### config.mk
export PLATFORM = sky130hd
export DESIGN_NAME = l2_arbiter
export DESIGN_NICKNAME = d
export VERILOG_FILES = /design/src/rtl/l2_arbiter.sv
export SDC_FILE = /design/constraint.sdc
export NUM_CORES = 1
export LEC_CHECK = 0
export BUFFER_PORTS_ARGS = -buffer_cell sky130_fd_sc_hd__buf_2
export CORE_AREA = 4 4 540 542
export DETAILED_ROUTE_END_ITERATION = 6
export DIE_AREA = 0 0 544 546
export PLACE_DENSITY = 0.37
export SLEW_MARGIN = 0
export SYNTH_ARGS = -nofsm -noshare
export SYNTH_HDL_FRONTEND = slang
export SYNTH_SLANG_ARGS = --single-unit
export TNS_END_PERCENT = 100
### constraint.sdc
create_clock -name clk -period 3.9 [get_ports clk]
set_input_delay 0.39 -clock clk [delete_from_list [all_inputs] [get_ports clk]]
set_output_delay 0.39 -clock clk [all_outputs]
set_load 0.03 [all_outputs]
### src/rtl/l2_arbiter.sv
`default_nettype none
// ============================================================================
// Module   : l2_arbiter
// Purpose  : Round-robin share of one line-wide memory port between the
//            I-cache miss port and the D-cache miss/writeback port.
// Revision : 1.0  initial release
// ============================================================================
module l2_arbiter #(
    parameter int LINE_W   = 256,
    parameter int S_OFFSET = 5
) (
    input  logic              clk,
    input  logic              rst_n,
    input  logic              i_read,
    input  logic [31:0]       i_address,
    output logic [LINE_W-1:0] i_rdata,
    output logic              i_resp,
    input  logic              d_read,
    input  logic              d_write,
    input  logic [31:0]       d_address,
    input  logic [LINE_W-1:0] d_wdata,
    output logic [LINE_W-1:0] d_rdata,
    output logic              d_resp,
    output logic              m_read,
    output logic              m_write,
    output logic [31:0]       m_address,
    output logic [LINE_W-1:0] m_wdata,
    input  logic [LINE_W-1:0] m_rdata,
    input  logic              m_resp
);

    typedef enum logic [1:0] {
        IDLE = 2'd0,
        BUSY = 2'd1,
        RESP = 2'd2
    } state_t;

    localparam logic [31:0] c_line_mask = ~((32'd1 << S_OFFSET) - 32'd1);

    state_t            r_state, w_state_nxt;
    logic              r_last_d, w_last_d_nxt;
    logic              r_gnt_d, w_gnt_d_nxt;
    logic              w_m_read_nxt, w_m_write_nxt;
    logic [31:0]       w_m_address_nxt;
    logic [LINE_W-1:0] w_m_wdata_nxt, w_i_rdata_nxt, w_d_rdata_nxt;
    logic              w_i_resp_nxt, w_d_resp_nxt;
    logic              w_pend_i, w_pend_d, w_pick_d;

    assign w_pend_i = i_read;
    assign w_pend_d = d_read | d_write;
    // D wins when alone, or on a tie when I was the last one served.
    assign w_pick_d = w_pend_d & (~w_pend_i | ~r_last_d);

    always_ff @(posedge clk or negedge rst_n) begin
        if (!rst_n) begin
            r_state   <= IDLE;
            r_last_d  <= 1'b1;
            r_gnt_d   <= 1'b0;
            m_read    <= 1'b0;
            m_write   <= 1'b0;
            m_address <= '0;
            m_wdata   <= '0;
            i_rdata   <= '0;
            d_rdata   <= '0;
            i_resp    <= 1'b0;
            d_resp    <= 1'b0;
        end else begin
            r_state   <= w_state_nxt;
            r_last_d  <= w_last_d_nxt;
            r_gnt_d   <= w_gnt_d_nxt;
            m_read    <= w_m_read_nxt;
            m_write   <= w_m_write_nxt;
            m_address <= w_m_address_nxt;
            m_wdata   <= w_m_wdata_nxt;
            i_rdata   <= w_i_rdata_nxt;
            d_rdata   <= w_d_rdata_nxt;
            i_resp    <= w_i_resp_nxt;
            d_resp    <= w_d_resp_nxt;
        end
    end

    always_comb begin
        w_state_nxt     = r_state;
        w_last_d_nxt    = r_last_d;
        w_gnt_d_nxt     = r_gnt_d;
        w_m_read_nxt    = m_read;
        w_m_write_nxt   = m_write;
        w_m_address_nxt = m_address;
        w_m_wdata_nxt   = m_wdata;
        w_i_rdata_nxt   = i_rdata;
        w_d_rdata_nxt   = d_rdata;
        w_i_resp_nxt    = 1'b0;
        w_d_resp_nxt    = 1'b0;
        case (r_state)
            IDLE: begin
                if (w_pend_i | w_pend_d) begin
                    w_state_nxt  = BUSY;
                    w_last_d_nxt = w_pick_d;
                    w_gnt_d_nxt  = w_pick_d;
                    if (w_pick_d) begin
                        // A simultaneous read and write resolves to the writeback.
                        w_m_write_nxt   = d_write;
                        w_m_read_nxt    = ~d_write;
                        w_m_address_nxt = d_address & c_line_mask;
                        if (d_write) begin
                            w_m_wdata_nxt = d_wdata;
                        end
                    end else begin
                        w_m_read_nxt    = 1'b1;
                        w_m_write_nxt   = 1'b0;
                        w_m_address_nxt = i_address & c_line_mask;
                    end
                end
            end
            BUSY: begin
                if (m_resp) begin
                    w_state_nxt   = RESP;
                    w_m_read_nxt  = 1'b0;
                    w_m_write_nxt = 1'b0;
                    if (r_gnt_d) begin
                        w_d_resp_nxt = 1'b1;
                        if (m_read) begin
                            w_d_rdata_nxt = m_rdata;
                        end
                    end else begin
                        w_i_resp_nxt  = 1'b1;
                        w_i_rdata_nxt = m_rdata;
                    end
                end
            end
            RESP: begin
                w_state_nxt = IDLE;
            end
            default: begin
                w_state_nxt = IDLE;
            end
        endcase
    end

endmodule
`default_nettype wire
==> metrics.md <==
| Metric | Value |
|---|---|
| Layout area overhead | `66.4%` |
| Crit path max-delay cell type | `dlygate4sd3_1` |
| CP Launch Type | `flop` |
| Drt pass-1 iters | `6` |
| Clock skew | `0.0487 ns` |
| H-tree levels | `3` |
| Hold Crit Class | `in -> reg` |
| Crit path time final | `2.71 ns` |
| Yosys Warn Count | `0` |
| Min Hold Slack | `about 0.079 ns` |
| WP data required | `4.58 ns` |
| Post-CTS sizing | `0` |
| DP Wirelength | `169000 µm` |
| Hold Crit Start | `i_address[25]` |
| Cells after Synth | `1743` |
| Starting Density | `10.9%` |
| Top cell by count, worst path | `mux2_2` |
| Drt wl/cell | `26.2 µm` |
| Fin. Hold Viols | `0` |
| Via/cell ratio | `3.15` |
| Commonest non-fill, non-tap cell in the layout | `buf_2` |
| Via count | `24143` |
| Die area | `0.297 mm²` |
| Data arrival, critical path | `3.39 ns` |
| Worst skew pair latency | `0.81 ns` |
| Pwr dens | `between 900 and 1000 mW/mm²` |
| Status | `completed` |
| Placement Setup Slack | `1.43 ns` |
| Final GP Congestion | `0.940` |
| Final Power | `50.7 mW` |
| WL final | `200000 µm` |
| Cell area after synthesis | `0.0313 mm²` |
| Final setup viols | `0` |
| Commonest non-fill, non-tap cells in the layout | `buf_2, dfrtp_1, dlygate4sd3_1` |
| CTS sink count | `~800` |
| Horiz. Die Dim | `544 µm` |
| Sequential share of the synthesized area | `64.1%` |
| Flop-to-flop setup slack | `1.19 ns` |
| RR Startpoint | `r_last_d$_DFFE_PN1P_` |
| Final Max Tran Viols | `0` |
| Synth cell types | `30` |
| Reg clk slew, reported paths | `0.06 ns` |
| DRC Markers | `0` |
| Min setup slack post-route | `1.19 ns` |
| Critical path capture point type | `flop` |
| First-pass GRT wire length | `between 200000 and 300000 µm` |
| Setup Fix Bufs, Post-CTS | `0` |
| Cts hold-fix bufs | `565` |
| FMAX | `369 MHz` |
| Num CTS Buffers | `110` |
| Die Y | `roughly 550 µm` |
| Largest stage delay on the critical path | `roughly 0.57 ns` |
| TritonCTS clock tree | `done` |
| Rows | `197` |
| DR iter-0 viols | `955` |
| Routed Antenna Nets | `0` |
| Reg2reg end | `m_address[31]$_DFFE_PN0P_` |
| Root Driver | `clkbuf_16` |
| WS Path Type | `reg -> reg` |
| Core ar. | `0.287 mm²` |
| Hold Path Depth | `3` |
| Worst Hold End | `m_address[25]$_DFFE_PN0P_` |
| FF+latch count, synth | `around 800` |
| # nets final | `4334` |
| Largest net degree at the start of global routing | `84` |
| Max-cap violations | `0` |
| GR Util All Layers | `about an eighth` |
| IO Port Bufs | `approximately 1400` |
| Vias in the first global route | `approximately 26000` |
| Unrepaired setup endpoints after global routing | `false` |
| Leak | `23.6 nW` |
| Critical Path, Cell by Cell | `o2bb2ai_2 -> buf_4 -> mux2_2 -> dlygate4sd3_1 -> mux2_2` |
| Syn Area/Cell | `18.0 µm²` |
| Critical-path maximum fanout | `19` |
| Peak VDD IR | `roughly 0.00046 V` |
| Worst-Margin Slew | `0.964 ns` |
| I/O pin total | `around 1400` |
| Fillers | `between 30000 and 40000` |
| Layout cells sized above 1 | `63.0%` |
| Tcrit/Tclk final | `69.5%` |
| Reg2Reg Depth | `5` |
| Total gr overflow | `0` |
| Clock buffer depth | `4` |
| Setup TNS | `0 ns` |
| Initial antenna violation count | `180` |
| Slew margin rel. | `35.7%` |
## per-stage QoR
| step | util, % | instance area, µm² | cells |
|---|---|---|---|
| final | 18.2 | 52200 | 7660 |
| after global routing | 18.2 | 52100 | 7635 |
| after CTS | 18.1 | 52000 | 7614 |
| after detailed placement | 14.9 | 42700 | 6856 |
| after global placement | 14.9 | 42700 | 6856 |
| after floorplan | - | 31400 | 1747 |
## routing by layer
| layer | global-route usage [%] | vias to the layer above | wire length [µm] |
|---|---|---|---|
| met2 | 19.7 | 1317 | 85400 |
| li1 | - | 10271 | - |
| met4 | 3.14 | 98 | 5330 |
| met1 | 14.5 | 12096 | 76900 |
| met3 | 9.13 | 361 | 32200 |
| met5 | 0 | - | 603 |
## flip-flops by register name, indices dropped and copies added (netlist names)
signal	cells
r_gnt_d	1
m_address	27
d_resp	1
d_rdata	256
m_wdata	256
r_state	2
i_rdata	256
m_write	1
i_resp	1
r_last_d	1
m_read	1
## area by class of cell
| class | instances | area, µm² | area share [%] |
|---|---|---|---|
| diodes | 46 | 115 | 0.221 |
| clock buffers | 165 | 3310 | 6.35 |
| clock inverters | 28 | 343 | 0.657 |
| inverters | 2 | 7.51 | 0.0144 |
| multi-input cells | 845 | 10400 | 19.9 |
| flip-flops and latches | 803 | 20100 | 38.5 |
| well taps | 3781 | 4730 | 9.07 |
| repair buffers | 1990 | 13200 | 25.3 |
## cell usage after synthesis, drive strengths merged
cell type | instances | share of area [%]
and3 | 2 | 0.056
o31ai | 1 | 0.024
dfrtp | 802 | 64
buf | 97 | 2.8
dfstp | 1 | 0.084
nor2 | 3 | 0.044
nor3 | 1 | 0.016
nand2b | 1 | 0.020
o31a | 1 | 0.028
nand2 | 2 | 0.024
mux2 | 822 | 33
o21ai | 1 | 0.016
o32ai | 1 | 0.028
a21oi | 1 | 0.016
a31o | 1 | 0.028
a21o | 1 | 0.024
o2bb2ai | 1 | 0.028
conb | 1 | 0.012
nand3b | 1 | 0.064
inv | 2 | 0.024
## report_power, final
group	total (mW)	internal, mW	switching, mW
Clock	10.3	6.27	4.05
Sequential	15.0	12.6	2.34
Combinational	25.4	8.53	16.9
Total	50.7	27.4	23.2
## worst max-delay path: cells and delay by family, from the launching register on
| family | cells | cell delay (ns) |
|---|---|---|
| buf+inv | 2 | 0.99 |
| mux | 2 | 0.65 |
| flops | 1 | 0.56 |
| compound gates | 1 | 0.40 |
## worst max-delay path by stage
stage / from / endpoint / slack [ns] / depth (start not counted)
global placement: m_resp / d_rdata[154]$_DFFE_PN0P_ / 1.45 / 6
finish: r_last_d$_DFFE_PN1P_ / m_address[31]$_DFFE_PN0P_ / 1.19 / 5
CTS: r_last_d$_DFFE_PN1P_ / m_address[6]$_DFFE_PN0P_ / 1.19 / 5
global route: r_last_d$_DFFE_PN1P_ / m_address[6]$_DFFE_PN0P_ / 1.14 / 5
floorplan: r_last_d$_DFFE_PN1P_ / m_address[23]$_DFFE_PN0P_ / 2.11 / 5
detailed placement: m_resp / d_rdata[163]$_DFFE_PN0P_ / 1.43 / 6
## kinds of logic (layout without fill, tap and decap cells)
group / Yosys count / in the layout / synth area share [%]
buffers and inverters: 99 / 2185 / 2.85
flip-flops: 803 / 803 / 64.1
multiplexers: 822 / 822 / 32.6
AND/OR/NAND/NOR: 10 / 10 / 0.224
AO/OA/AOI/OAI: 8 / 8 / 0.192
other: 1 / 51 / 0.0120
Note: power is estimated with default switching activity, not from simulation.
